--- src/rtl/count99_seq_ctrl.sv ---
// rtl/count99_seq_ctrl.sv - step sequencer for the 00-99 BCD counter (option: COUNT99_SEQ_CTRL_PINGPONG_EN)
// Paces counter steps with a prescaler, runs to a latched BCD target, supports hold/resume.
module count99_seq_ctrl #(
    parameter int TICK_DIV = 4,
    parameter int PW       = 16
) (
    input  logic       Clk,
    input  logic       Rst,
    input  logic       start,
    input  logic       dir_sel,
    input  logic       hold,
    input  logic [7:0] target,
    input  logic [7:0] Count,
    output logic       UpOrDown,
    output logic       pause,
    output logic       busy,
    output logic       done,
    output logic       err,
    output logic [1:0] state
);

    typedef enum logic [1:0] {
        S_IDLE = 2'd0,
        S_RUN  = 2'd1,
        S_HOLD = 2'd2,
        S_DONE = 2'd3
    } state_t;

    localparam logic [PW-1:0] PRESC_LAST = PW'(TICK_DIV - 1);
    localparam logic [PW-1:0] PRESC_ONE  = {{(PW-1){1'b0}}, 1'b1};

    state_t        state_q, state_d;
    logic [PW-1:0] presc_q, presc_d;
    logic [7:0]    tgt_q, tgt_d;
    logic          ud_q, ud_d;
    logic          busy_q, busy_d;
    logic          done_q, done_d;
    logic          err_q, err_d;

    logic match;
    logic tgt_ok;

    assign match  = (Count == tgt_q);
    assign tgt_ok = (target[7:4] <= 4'd9) && (target[3:0] <= 4'd9);

    always_comb begin
        state_d = state_q;
        presc_d = presc_q;
        tgt_d   = tgt_q;
        ud_d    = ud_q;
        err_d   = err_q;
        done_d  = 1'b0;
        pause   = 1'b1;
        case (state_q)
            S_IDLE, S_DONE: begin
                if (start && tgt_ok) begin
                    tgt_d   = target;
                    ud_d    = dir_sel;
                    presc_d = '0;
                    err_d   = 1'b0;
                    state_d = S_RUN;
                end else begin
                    if (start) begin
                        err_d = 1'b1;
                    end
`ifdef COUNT99_SEQ_CTRL_PINGPONG_EN
                    // Bounce: reverse direction and run to the far end of the range.
                    if (state_q == S_DONE) begin
                        ud_d    = ~ud_q;
                        tgt_d   = ud_q ? 8'h00 : 8'h99;
                        presc_d = '0;
                        state_d = S_RUN;
                    end
`endif
                end
            end
            S_RUN: begin
                // A match suppresses the step so the counter never passes the target.
                if (match) begin
                    state_d = S_DONE;
                    done_d  = 1'b1;
                end else begin
                    if (presc_q == PRESC_LAST) begin
                        pause   = 1'b0;
                        presc_d = '0;
                    end else begin
                        presc_d = presc_q + PRESC_ONE;
                    end
                    if (hold) begin
                        state_d = S_HOLD;
                    end
                end
            end
            S_HOLD: begin
                if (hold) begin
                    state_d = S_RUN;
                end
            end
            default: state_d = S_IDLE;
        endcase
        busy_d = (state_d == S_RUN) || (state_d == S_HOLD);
    end

    always_ff @(posedge Clk) begin
        if (Rst) begin
            state_q <= S_IDLE;
            presc_q <= '0;
            tgt_q   <= 8'h00;
            ud_q    <= 1'b1;
            busy_q  <= 1'b0;
            done_q  <= 1'b0;
            err_q   <= 1'b0;
        end else begin
            state_q <= state_d;
            presc_q <= presc_d;
            tgt_q   <= tgt_d;
            ud_q    <= ud_d;
            busy_q  <= busy_d;
            done_q  <= done_d;
            err_q   <= err_d;
        end
    end

    assign UpOrDown = ud_q;
    assign busy     = busy_q;
    assign done     = done_q;
    assign err      = err_q;
    assign state    = state_q;

endmodule

--- config.mk ---
export PLATFORM = sky130hd
export DESIGN_NAME = count99_seq_ctrl
export DESIGN_NICKNAME = d
export VERILOG_FILES = /design/src/rtl/count99_seq_ctrl.sv
export SDC_FILE = /design/constraint.sdc
export NUM_CORES = 1
export LEC_CHECK = 0
export ABC_AREA = 1
export BUFFER_PORTS_ARGS = -buffer_cell sky130_fd_sc_hd__buf_2
export CORE_MARGIN = 2
export CORE_UTILIZATION = 35
export DETAILED_ROUTE_END_ITERATION = 7
export MAX_ROUTING_LAYER = met4
export PLACE_DENSITY = 0.52
export SYNTH_ARGS = -nofsm -noshare
export SYNTH_HDL_FRONTEND = slang
export SYNTH_SLANG_ARGS = --single-unit
--- constraint.sdc ---
create_clock -name Clk -period 4.4 [get_ports Clk]
set_input_delay 0.44 -clock Clk [delete_from_list [all_inputs] [get_ports Clk]]
set_output_delay 0.44 -clock Clk [all_outputs]
set_load 0.005 [all_outputs]
==> results.txt <==
The top achievable clock speed is 446 MHz. The worst register-to-register path ends at presc_q[13]$_SDFFE_PP0P_. The minimum setup slack after placement is 2460 ps.

The total global routing track utilization came out at 0.160. The CTS tree is done. After synthesis, the mean cell area works out to 6.71 um2. The sequential fraction of design power is 0.347. The maximum fanout along the worst path came out at 7. Summed over all layers, the routed wires come to 4350 um.

The hold violation total from the final report is 0. Clock tree synthesis inserted a total of 5 buffers. The post-route total power came out at 0.000939 W. The analysis attributes to cell leakage a power of 0.883 nW.

The startpoint identified for the worst hold timing path is dir_sel. The share of the synthesized area in the top cell type came out at 0.312. After synthesis the cells add up to 0.00193 mm2. The aggregate negative setup slack came out at 0 ps. Entering global routing, the biggest net connects 19 pins. Walking the worst path, the cells encountered are ha_1 > nand4_1 > nor2_1 > nand3_1 > a211o_1 > buf_2. The worst setup path is of the flip-flop to primary output kind. The share of the cycle needed by the critical path after routing is 0.509. The depth of the CTS H-tree is 2. The total of buffers placed on input and output ports came out at 27. The run finished with clean final reports. The cell-internal power came out at 0.000633 W. Once detail routing completed, the nets flagged for antenna violations numbered 0. The cell sitting at the root of the clock tree is a clkbuf_8. The tightest min-delay check is of the primary input to flip-flop type. The congestion estimate from routability-driven global placement came to 0.790. The slowest stage cell on the critical path is dfxtp_1. The data required time of the worst path came out at 3960 ps. At the end of the flow the core is filled with cells to 0.413. The register area is 601 um2. The I/O pin total came out at 28. The total of flip-flops plus latches after synthesis came out at 30. The total via count after detailed routing came out at 1749.

Summed over all instances, the cell type with the most area after synthesis is dfxtp_1. The capturing element type of the critical path is a primary output. The maximum vdd ir drop is 0.000217 V.

The total congestion overflow after global routing is 0. The unique cell type count in the Yosys netlist is 31. Clock tree synthesis found a total of 30 sinks.

The die height is 78.2 um. The latest clock arrival within the worst-skew pair came out at 290 ps. The post-synthesis cell count came out at 287. The area added between synthesis and finish came out at 15.8%. The total number of yosys warnings came out at 0. The worst setup path is launched from a flip-flop.

The area of the multi-input gates is 0.00113 mm2. On the worst path, the slowest cell contributes a delay of 430 ps. The first detailed-routing pass ran for 4 iterations. The number of buffers on the longest clock path came out at 2. The post-synthesis sequential area ratio is 0.312. At the end of the flow, the number of nets in the layout was 336. The share of cells above drive strength 1 is 0.214. Across the run, the number of max-cap violations was 0. The via count of the first global-routing pass came out at 1608. The part of the power in combinational logic came out at 0.279.

The placed instance area is 0.00209 mm2. The first global-routing pass estimated 7550 um of wire. The total area inside the core boundary comes to 0.00541 mm2.

The total count of max-transition violations in the final report came out at 0. The remaining design rule violation count came out at 0. The net count of the mapped netlist is 311. The floorplan step defined a die boundary enclosing 0.00611 mm2. At the worst endpoint, the arrival time is 1800 ps. The effective utilization at floorplan came out at 0.356.

Once layout is done, the placed cells without fillers occupy 0.00223 mm2. The detail-routed net length per standard cell came out at 11.3 um. The share of total power consumed by net switching is 0.326. Setup repair after global routing left no endpoint under its margin. The max-slew headroom at the worst pin is 0.701.

The clock input transition at the sequential cells of the worst setup and hold paths is 70 ps. The quantity of gates resized following cts came out at 0. The cts-stage hold buffer count came out at 0.

The library cell used most frequently in the layout, excluding fill and tap cells, is nand2_1. The filler cells instantiated in the layout total 603. The initial DRC count is 81. In the layout the commonest cells are nand2_1 (70), nor2_1 (44), dfxtp_1 (30), inv_1 (30), buf_2 (27). The antenna diode instance count is 0.

The overall die width is 78.2 um. For the final database, setup skew stands at 10.8 ps. For the pin with the worst max-slew slack, the measured transition is 448 ps. The cell count of the worst hold path is 3. The shortest clock period the worst path allows after layout is 2240 ps. Setup violations remaining at the end of the flow were counted as 0. Yosys attributes the largest share of cell area to dfxtp_1 (31%), nand2_1 (14%), nor2_1 (8.6%). The part of the power in the clock network came out at 0.374.

For hold timing, the worst endpoint is UpOrDown$_SDFFE_PP1P_. The initial antenna violation count was 0. The slack of the worst reg-to-reg path is 2460 ps. The startpoint identified for the worst register-to-register timing path is state[0]$_SDFF_PP0_. The number of cells on the worst reg-to-reg path is 9. The standard-cell row count came out at 27. The setup fix buffers added after clock tree synthesis came out at 0. The wire-length estimate of the detail-placed layout is 3220 um. The net switching component of the power is 0.000306 W.

The power density relative to cell area is 421 mW/mm2. The average via count per standard cell is 4.54. The worst-case setup margin in the final layout came out at 2160 ps.
## metrics by stage
step / hold slack, ps / instances
4_1_cts: 351 / 385
2_1_floorplan: 444 / 287
3_3_place_gp: 466 / 377
6_report: 358 / 385
5_1_grt: 378 / 385
3_5_place_dp: 458 / 377
## power by group through the flow
stage	registers [W]	logic (W)	clock network, W
6_report	0.000326	0.000262	0.000351
5_1_grt	0.000330	0.000300	0.000375
4_1_cts	0.000326	0.000266	0.000361
3_5_place_dp	0.000332	0.000266	0
3_3_place_gp	0.000332	0.000265	0
2_1_floorplan	0.000329	0.000218	0
## layout make-up
class | instances | area share
Clock buffer | 6 | 0.0370
Inverter | 33 | 0.0589
Sequential cell | 30 | 0.269
Clock inverter | 2 | 0.0269
Multi-Input combinational cell | 215 | 0.507
Tap cell | 72 | 0.0404
Timing Repair Buffer | 27 | 0.0606
## kinds of logic after synthesis
group | Yosys count | synth area share
buffers and inverters | 42 | 0.101
XOR/XNOR | 12 | 0.0546
AND/OR/NAND/NOR | 165 | 0.393
adder cells (fa/ha/maj) | 3 | 0.0195
AO/OA/AOI/OAI | 35 | 0.120
flip-flops | 30 | 0.312
## synth_stat cells (all sizes together)
master,count
nand3,16
nand2,82
a21oi,18
xor2,7
nor2,48
a21boi,1
inv,33
dfxtp,30
a211o,1
nor4,4
ha,3
xnor2,5
buf,4
clkbuf,5
nor3,7
o21ai,15
nand4,7
nor3b,1
## worst max-delay path, delay by kind of cell (launching register included)
| kind | cells | cell delay (ps) |
|---|---|---|
| compound gates | 1 | 260 |
| simple gates | 3 | 360 |
| fa+ha+maj | 1 | 350 |
| buf+inv | 1 | 130 |
| flops | 1 | 430 |
## flip-flops by register name (all words and copies together), names as in the netlist
register  flops
presc_q      16
tgt_q         8
state         2
UpOrDown      1
busy          1
done          1
err           1
## worst max path at each step
| stage | from | end | slack [ps] | cells past startpoint |
|---|---|---|---|---|
| after floorplan | state[1]$_SDFF_PP0_ | pause | 2710 | 5 |
| after global routing | presc_q[0]$_SDFFE_PP0P_ | pause | 2000 | 6 |
| after CTS | presc_q[0]$_SDFFE_PP0P_ | pause | 2140 | 6 |
| final | presc_q[0]$_SDFFE_PP0P_ | pause | 2160 | 6 |
| after detailed placement | presc_q[0]$_SDFFE_PP0P_ | pause | 2460 | 6 |
| after global placement | presc_q[0]$_SDFFE_PP0P_ | pause | 2470 | 6 |
## layer usage
metal	track usage	vias to the layer above	part of all wire
met1	0.210	757	0.50
li1	-	966	-
met4	0.0579	0	0.012
met2	0.243	21	0.45
met5	-	-	0
met3	0.0356	5	0.029
(Power assumes the default switching activity.)
